===== config.mk =====
export PLATFORM = sky130hd
export DESIGN_NAME = fpadd_sched
export DESIGN_NICKNAME = d
export VERILOG_FILES = /design/src/rtl/fpadd_sched.sv
export SDC_FILE = /design/constraint.sdc
export NUM_CORES = 1
export LEC_CHECK = 0
export ABC_AREA = 1
export CAP_MARGIN = 20
export CELL_PAD_IN_SITES_DETAIL_PLACEMENT = 2
export CELL_PAD_IN_SITES_GLOBAL_PLACEMENT = 2
export CORE_MARGIN = 2
export CORE_UTILIZATION = 19
export DETAILED_ROUTE_END_ITERATION = 10
export PLACE_DENSITY = 0.84
export SLEW_MARGIN = 15
export SYNTH_ARGS = -nofsm -noshare
export SYNTH_HDL_FRONTEND = slang
export SYNTH_SLANG_ARGS = --single-unit

===== constraint.sdc =====
create_clock -name clk -period 3.12 [get_ports clk]
set_input_delay 0.624 -clock clk [delete_from_list [all_inputs] [get_ports clk]]
set_output_delay 0.624 -clock clk [all_outputs]
set_load 0.02 [all_outputs]

===== src/rtl/fpadd_sched.sv =====
// fpadd_sched: two-requester front end for a shared multi-stage FP adder.
// Grants one operand pair at a time round-robin, steps the datapath stage
// enables one per cycle, then holds the tagged result until the consumer
// takes it.
// Optional feature: define FPADD_SCHED_OPCOUNT_EN to build the saturating
// completed-operation counter. Without it op_count is tied to zero.
module fpadd_sched (
  input  logic        clk,
  input  logic        reset,
  input  logic        req0_valid,
  input  logic        req1_valid,
  output logic        req0_ready,
  output logic        req1_ready,
  input  logic [31:0] req0_a,
  input  logic [31:0] req0_b,
  input  logic [31:0] req1_a,
  input  logic [31:0] req1_b,
  output logic [31:0] dp_a,
  output logic [31:0] dp_b,
  output logic        en_mask,
  output logic        en_align,
  output logic        en_alu,
  output logic        en_normal,
  output logic        en_pack,
  input  logic [31:0] dp_result,
  output logic        rsp_valid,
  input  logic        rsp_ready,
  output logic        rsp_id,
  output logic [31:0] rsp_result,
  output logic [15:0] op_count
);

  localparam logic [2:0] S_IDLE   = 3'd0;
  localparam logic [2:0] S_MASK   = 3'd1;
  localparam logic [2:0] S_ALIGN  = 3'd2;
  localparam logic [2:0] S_ALU    = 3'd3;
  localparam logic [2:0] S_NORMAL = 3'd4;
  localparam logic [2:0] S_PACK   = 3'd5;
  localparam logic [2:0] S_RESP   = 3'd6;

  logic [2:0] state, state_nxt;
  logic       last_grant;
  logic       grant0, grant1;

  // Round-robin grant: on a tie the port not served last wins; only in IDLE.
  always_comb begin
    grant0 = 1'b0;
    grant1 = 1'b0;
    if (state == S_IDLE) begin
      grant0 = req0_valid && (!req1_valid || last_grant);
      grant1 = req1_valid && (!req0_valid || !last_grant);
    end
  end

  assign req0_ready = grant0;
  assign req1_ready = grant1;

  assign en_mask   = (state == S_MASK);
  assign en_align  = (state == S_ALIGN);
  assign en_alu    = (state == S_ALU);
  assign en_normal = (state == S_NORMAL);
  assign en_pack   = (state == S_PACK);
  assign rsp_valid = (state == S_RESP);

  // Next-state: fixed one-cycle walk through the stages, wait in RESP.
  always_comb begin
    state_nxt = state;
    case (state)
      S_IDLE:   if (grant0 || grant1) state_nxt = S_MASK;
      S_MASK:   state_nxt = S_ALIGN;
      S_ALIGN:  state_nxt = S_ALU;
      S_ALU:    state_nxt = S_NORMAL;
      S_NORMAL: state_nxt = S_PACK;
      S_PACK:   state_nxt = S_RESP;
      S_RESP:   if (rsp_ready) state_nxt = S_IDLE;
      default:  state_nxt = S_IDLE;
    endcase
  end

  // State register; reset abandons any operation in flight.
  always_ff @(posedge clk or posedge reset) begin
    if (reset) state <= S_IDLE;
    else       state <= state_nxt;
  end

  // Accept: latch the granted pair and its id; they stay put until the next grant.
  always_ff @(posedge clk or posedge reset) begin
    if (reset) begin
      dp_a       <= '0;
      dp_b       <= '0;
      rsp_id     <= 1'b0;
      last_grant <= 1'b1;
    end else if (grant0 || grant1) begin
      dp_a       <= grant1 ? req1_a : req0_a;
      dp_b       <= grant1 ? req1_b : req0_b;
      rsp_id     <= grant1;
      last_grant <= grant1;
    end
  end

  // Capture the packed result as the datapath leaves PACK.
  always_ff @(posedge clk or posedge reset) begin
    if (reset)                rsp_result <= '0;
    else if (state == S_PACK) rsp_result <= dp_result;
  end

`ifdef FPADD_SCHED_OPCOUNT_EN
  // Count response handshakes, sticking at all-ones.
  always_ff @(posedge clk or posedge reset) begin
    if (reset)
      op_count <= '0;
    else if (rsp_valid && rsp_ready && (op_count != 16'hFFFF))
      op_count <= op_count + 16'd1;
  end
`else
  assign op_count = '0;
`endif

endmodule


==> reports/qor_table.md, run 1 <==
| Metric | This run |
| --- | --- |
| Max H-tree Level | 3 |
| Leakage power figure | 0.00395 uW |
| Net Sw Frac | 0.438 |
| Cell occurring most often along the worst timing path | sky130_fd_sc_hd__clkdlybuf4s50_1 |
| Arrival time of the worst setup path | 2.00 ns |
| Top cells by instance count after synthesis | sky130_fd_sc_hd__nand2_1, sky130_fd_sc_hd__nand3_1, sky130_fd_sc_hd__dfrtp_1 |
| Maximum fanout along the worst path | 3 |
| Sw power | 3450 uW |
| Antenna Nets Post-Route | 0 |
| Largest area contributor in the netlist | sky130_fd_sc_hd__dfrtp_1 |
| Met3 layer usage reported by global route | 0.0497 |
| Number of buffers inserted by port buffering | 269 |
| Number of design rule violations left after detail routing | 0 |
| Area of the placeable core | 27700 um2 |
| DP Wirelength | 15.9 mm |
| Count of instances resized after the clock tree is built | 0 |
| Number of diodes | 0 |
| CTS Buf Count | 9 |
| Share of total power in the clock network | 0.154 |
| Pwr Total | 7880 uW |
| Buffer cell driving the clock tree root | sky130_fd_sc_hd__clkbuf_16 |
| Dominant register cell in the synthesized netlist | sky130_fd_sc_hd__dfrtp_1 |
| Vias post-DR | 5549 |
| Smallest hold slack | 0.483 ns |
| I/O pin cnt | 286 |
| Global-route total usage across every layer | 0.153 |
| Final number of max-transition violations | 0 |
| Count of max-cap constraint violations | 0 |
| Critical path endpoint category | output pin |
| Number of unique standard cell types used by synthesis | 21 |
| Number of buffers inserted for hold repair after clock tree synthesis | 0 |
| Layout Nets | 1088 |
| Slowest cell on the critical path | sky130_fd_sc_hd__clkdlybuf4s50_1 |
| Critical setup path kind | in -> out |
| RSZ-0062 raised after global routing | no |
| Placed Cells | 1290 |
| Area share of the largest cell type after synthesis | 0.469 |
| P per Cell Area | 918 nW/um2 |
| Largest cells by area after synthesis | sky130_fd_sc_hd__dfrtp_1, sky130_fd_sc_hd__nand2_1, sky130_fd_sc_hd__nand3_1 |
| Vias in the first global route | 6061 |
| Total of warnings raised by yosys | 0 |
| Measured slew at the worst slew-check pin | 0.778 ns |
| Final period utilization | 0.842 |
| Syn Std Cell Area | 5340 um2 |
| Data required time at the worst endpoint | 2.50 ns |
| Clk_skew | 0.0114 ns |
| Tmin final | 2.63 ns |
| Via-per-instance ratio | 4.25 |
| Maximum VDD drop | 366 uV |
| Initial Utilization | 0.193 |
| Part of the Yosys area used for sequential elements | 0.474 |
| Routed wire length | 22.4 mm |
| Die area | 29400 um2 |
| Number of clock sinks seen by CTS | 101 |
| Mean instance size in the synthesized netlist | 7.83 um2 |
| Final-report setup violation count | 0 |
| Layout cell share with drive strength beyond 1 | 0.0388 |
| First-pass iteration count of the detailed router | 4 |
| Die extent in x | 172 um |
| Met1 usage | 0.174 |
| GR Overflow Total | 0 |
| Final GP Congestion | 0.719 |
| CTS Buffer Depth | 2 |
| CTS tree | yes |
| Final cell utilization of the core | 0.310 |
| Synth-to-Final Area Change | 60.9% |
| Chain of cells forming the critical path | clkdlybuf4s50_1 -> nand2_1 -> nand2_2 -> nor2_4 -> clkdlybuf4s50_1 |
| Maximum number of pins on one net before global-route repair | 102 |
| Headroom to the max-slew limit | 0.481 |
| Async set-or-reset flop fraction in the synthesized netlist | 1.00 |
| Post-synthesis cell count | 681 |
| Height of the die | 172 um |
| Achievable frequency | 381 MHz |
| Count of final hold-check violations | 0 |
| Number of storage elements in the synthesis netlist | 101 |
| Met2 Use GR | 0.275 |
| Share of power burned in registers | 0.296 |
| Layer with the highest usage after global routing | met2 |
| EDFF count, synth | 0 |
| Detailed Route Iter0 Violations | 141 |
| Setup bufs post-CTS | 0 |
| Biggest cell delay along the critical path | 0.61 ns |
| Gate power share | 0.550 |
| Total negative setup slack | 0 ns |
| Outcome | complete, no violations |
| Crit path launch type | input pin |
| Internal Dissipation | 4420 uW |
| CTS clk-pin slew, worst paths | 0.08 ns |
| Wire length of the first global-routing pass | 34.6 mm |
| Worst hold path type | reg -> reg |
| Source-to-sink clock delay at the later pin of the worst-skew pair | 0.35 ns |
| Cell Count, Final, Fillers Out | 1306 |
| Most used standard cell by instance count after synthesis | sky130_fd_sc_hd__nand2_1 |
| Antenna violations before repair | 0 |
| Routed length per instance | 17.2 um |
| Site row count | 61 |
==> through the flow <==
step / worst slack, ns / area, um2
after CTS: 0.483 / 8580
after global placement: 0.496 / 8280
after global routing: 0.417 / 8580
after floorplan: 1.29 / 5400
after detailed placement: 0.484 / 8280
final: 0.493 / 8580
==> placed cells by master (no fill, tap or decap), drive strengths merged <==
cell,Yosys,final
nand3b,1,1
nand4,2,2
dfrtp,100,100
nand3,129,129
conb,1,16
buf,55,10
a21oi,1,1
nor3,3,3
o21bai,64,64
clkinv,0,1
clkinvlp,0,3
clkdlybuf4s50,0,269
o21ai,1,1
dfstp,1,1
bufinv,0,1
nand2,236,236
nor2,6,6
clkbuf,8,9
inv,73,75
==> power by group through the flow <==
stage          logic (uW)  clock network [uW]  registers (uW)
3_3_place_gp         4300                   0            2320
5_1_grt              4760                1330            2410
6_report             4330                1220            2330
4_1_cts              4440                1290            2350
2_1_floorplan        1600                   0            3050
3_5_place_dp         4420                   0            2370
==> state kept, by name, indices dropped and copies added (netlist names) <==
register and flops:
state 3, dp_b 32, dp_a 32, rsp_id 1, last_grant 1, rsp_result 32
==> area by class of cell <==
type	instances	area [um2]
fill	3197	19100
timing repair buffer	279	2830
sequential	101	2530
multi-input combinational	459	2170
tap	378	473
inverter	73	278
clock buffer	9	225
clock inverter	7	81.3
==> routing by layer <==
layer / vias to the layer above / share of wire
li1: 2595 / -
met1: 2731 / 0.40
met2: 207 / 0.50
met3: 16 / 0.089
met4: 0 / 0.013
met5: - / 0
==> worst max-delay path, delay by kind of cell <==
| family | cells | cell delay (ns) |
|---|---|---|
| AND/OR/NAND/NOR | 3 | 0.32 |
| buffers and inverters | 2 | 1.06 |
==> worst paths after layout <==
kind	start	endpoint	slack, ns	cells after the start
max	req0_valid	req1_ready	0.49	5
max reg2reg	state[0]	dp_b[12]	1.18	8
min	rsp_result[28]	rsp_result[28]	0.48	2
max in group asynchronous	reset	dp_b[17]	1.76	3
min in group asynchronous	reset	rsp_result[22]	0.73	3
min reg2reg	rsp_result[28]	rsp_result[28]	0.48	2
==> kinds of logic after synthesis <==
logic type,synth area share
other,0.000703
buffers and inverters,0.131
AO/OA/AOI/OAI,0.0940
AND/OR/NAND/NOR,0.300
flip-flops,0.474
No activity file was read; power rests on OpenSTA's default activity.
==> inputs of run 2 (changes only) <==
--- a/config.mk
+++ b/config.mk
@@ -10,9 +10,9 @@
 export CELL_PAD_IN_SITES_DETAIL_PLACEMENT = 2
 export CELL_PAD_IN_SITES_GLOBAL_PLACEMENT = 2
 export CORE_MARGIN = 2
-export CORE_UTILIZATION = 19
+export CORE_UTILIZATION = 21
 export DETAILED_ROUTE_END_ITERATION = 10
-export PLACE_DENSITY = 0.84
+export PLACE_DENSITY = 0.88
 export SLEW_MARGIN = 15
 export SYNTH_ARGS = -nofsm -noshare
 export SYNTH_HDL_FRONTEND = slang
==> constraint.sdc (replaced) <==
create_clock -name clk -period 2.55 [get_ports clk]
set_input_delay 0.51 -clock clk [delete_from_list [all_inputs] [get_ports clk]]
set_output_delay 0.51 -clock clk [all_outputs]
set_load 0.02 [all_outputs]
==> run 2 against run 1 <==
  * Die area shrank 9.3%
  * Sequential share of layout area grew 0.15 points
  * Power grew 21%
  * Worst hold slack gained 0.0023 ns
  * Sequential power grew 23%
  * Critical path type is now reg -> out
  * Largest power group unchanged
==> reports/qor_table.md, run 2 (same netlist as run 1, synthesis figures left out) <==
| Metric | This run |
| --- | --- |
| Arrival time of the worst setup path | 1.94 ns |
| Critical setup path kind | reg -> out |
| Final period utilization | 0.962 |
| Critical path endpoint category | output pin |
| Max H-tree Level | 3 |
| Final-report setup violation count | 0 |
| CTS clk-pin slew, worst paths | 0.08 ns |
| Antenna violations before repair | 0 |
| Smallest hold slack | 0.485 ns |
| Total negative setup slack | 0 ns |
| Via-per-instance ratio | 4.39 |
| Buffers & Inverters on Critical Path | 1 |
| CTS Buffer Depth | 2 |
| Antenna Nets Post-Route | 0 |
| Area of the placeable core | 25000 um2 |
| Crit path capture | req1_ready |
| Buffer cell driving the clock tree root | sky130_fd_sc_hd__clkbuf_16 |
| Number of clock sinks seen by CTS | 101 |
| Setup slack on the worst flop-to-flop path | 0.56 ns |
| Tmin final | 2.45 ns |
| Crit path depth | 4 |
| Number of diodes | 0 |
| Die area | 26700 um2 |
| Count of final hold-check violations | 0 |
| Crit path launch type | register |
| Initial Utilization | 0.213 |
| Final number of max-transition violations | 0 |
| Number of buffers inserted by port buffering | 269 |
| Synth-to-Final Area Change | 60.1% |
| Biggest cell delay along the critical path | 0.64 ns |
| Number of design rule violations left after detail routing | 0 |
| Wire length of the first global-routing pass | 33.9 mm |
| Headroom to the max-slew limit | 0.481 |
| CTS Buf Count | 9 |
| Measured slew at the worst slew-check pin | 0.778 ns |
| Maximum fanout along the worst path | 5 |
| RSZ-0062 raised after global routing | no |
| Site row count | 58 |
| Filler Cells Inserted | 2871 |
| Clk_skew | 0.0148 ns |
| Layout cell share with drive strength beyond 1 | 0.0419 |
| Detailed Route Iter0 Violations | 225 |
| Routed wire length | 22.0 mm |
| Maximum number of pins on one net before global-route repair | 67 |
| Maximum VDD drop | 487 uV |
| I/O pin cnt | 286 |
| First-pass iteration count of the detailed router | 4 |
| Vias in the first global route | 5959 |
| Cell class contributing the biggest share of worst-path delay | buffers and inverters |
| Chain of cells forming the critical path | nor2_2 -> nand2_2 -> nor2_4 -> clkdlybuf4s50_1 |
| Setup bufs post-CTS | 0 |
| Worst reg2reg path startpoint | state[0] |
| Worst hold path type | reg -> reg |
| Outcome | complete, no violations |
| Commonest cells after routing, fill and taps aside | sky130_fd_sc_hd__clkdlybuf4s50_1, sky130_fd_sc_hd__nand2_1, sky130_fd_sc_hd__nand3_1, sky130_fd_sc_hd__dfrtp_1, sky130_fd_sc_hd__inv_1 |
| Footprint of the multi-input gates | 2170 um2 |
| GR Overflow Total | 0 |
| Data required time at the worst endpoint | 2.04 ns |
| Height of the die | 163 um |
| P per Cell Area | 1110 nW/um2 |
| Source-to-sink clock delay at the later pin of the worst-skew pair | 0.35 ns |
| Global-route total usage across every layer | 0.165 |
| Die extent in x | 163 um |
| Launch point of the worst path | state[0] |
| Most frequent standard cell in the layout excluding fill and tap cells | sky130_fd_sc_hd__clkdlybuf4s50_1 |
| Count of max-cap constraint violations | 0 |
| Top flop regs | dp_a (32), dp_b (32), rsp_result (32) |
| Length in cells of the worst reg-to-reg path | 8 |
| Sequential cell area | 2530 um2 |
| Reg-to-reg critical path endpoint | dp_a[30] |
| Routed length per instance | 17.4 um |
| Vias post-DR | 5531 |
| CTS tree | yes |
| Layout Nets | 1091 |
| Final GP Congestion | 0.740 |
| Slowest cell on the critical path | sky130_fd_sc_hd__clkdlybuf4s50_1 |
| Leakage power figure | 0.00402 uW |
| DP Wirelength | 16.2 mm |
| Achievable frequency | 408 MHz |
run 2: cell types whose count changed in the layout (fill, tap and decap cells not counted), moves of 2 or more:
cell / previous run / this run
sky130_fd_sc_hd__clkinvlp_4: 3 / 1
sky130_fd_sc_hd__clkdlybuf4s50_1: 269 / 266
sky130_fd_sc_hd__dlymetal6s2s_1: 0 / 3
sky130_fd_sc_hd__buf_4: 5 / 7
sky130_fd_sc_hd__clkinv_4: 0 / 2
run 2: report_power, final:
part	internal (uW)	total [uW]	switching [uW]	leakage [uW]
clock network	678	1350	671	0.000142
registers	2390	2870	478	0.00125
logic	2240	5270	3030	0.00263
total	5320	9490	4180	0.00402
run 2: worst min path at each step:
stage,startpoint,to,slack (ns),cells past startpoint
finish,rsp_result[3],rsp_result[3],0.49,2
global route,rsp_result[3],rsp_result[3],0.51,2
CTS,rsp_result[29],rsp_result[29],0.49,2
detailed placement,rsp_result[29],rsp_result[29],0.47,2
global placement,rsp_result[10],rsp_result[10],0.46,2
floorplan,last_grant,last_grant,0.48,2
run 2: final cells by class:
class,count,area share
repair buffers,282,0.336
flip-flops and latches,101,0.296
multi-input cells,459,0.254
well taps,330,0.0484
inverters,73,0.0325
clock buffers,9,0.0264
clock inverters,7,0.00659
run 2: per-layer routing:
metal,GRT usage,vias up,wire length (um),share of wire
met5,0,-,0,0
met4,0.0487,0,327,0.015
met3,0.0439,18,1670,0.076
met2,0.289,208,10800,0.49
met1,0.197,2700,9180,0.42
li1,-,2605,-,-
run 2: repair_timing:
item / in CTS / in global routing
gates resized for setup: 0 / 3
hold buffers: 0 / 0
endpoints found under the setup margin: 0 / 3
run 2: through the flow:
stage,setup WS (ns),power (uW),utilization,cell area [um2],cells
2_1_floorplan,0.837,5690,-,5400,696
3_3_place_gp,0.146,8060,0.330,8250,1245
3_5_place_dp,0.0859,8270,0.330,8250,1245
4_1_cts,0.0368,9700,0.341,8530,1261
5_1_grt,0.0336,10200,0.341,8540,1261
6_report,0.0973,9490,0.341,8540,1261
run 2: tightest hold or removal path: cells and delay by family (launching register included):
family           cells  cell delay [ns]
flip-flops           1             0.35
AND/OR/NAND/NOR      2             0.10
==> inputs of run 3 (changes only) <==
--- a/config.mk
+++ b/config.mk
@@ -12,6 +12,7 @@
 export CORE_MARGIN = 2
 export CORE_UTILIZATION = 21
 export DETAILED_ROUTE_END_ITERATION = 10
+export GPL_ROUTABILITY_DRIVEN = 0
 export PLACE_DENSITY = 0.88
 export SLEW_MARGIN = 15
 export SYNTH_ARGS = -nofsm -noshare
==> results of run 3 <==
Final layout, timing and power as in run 2 (identical DEF).
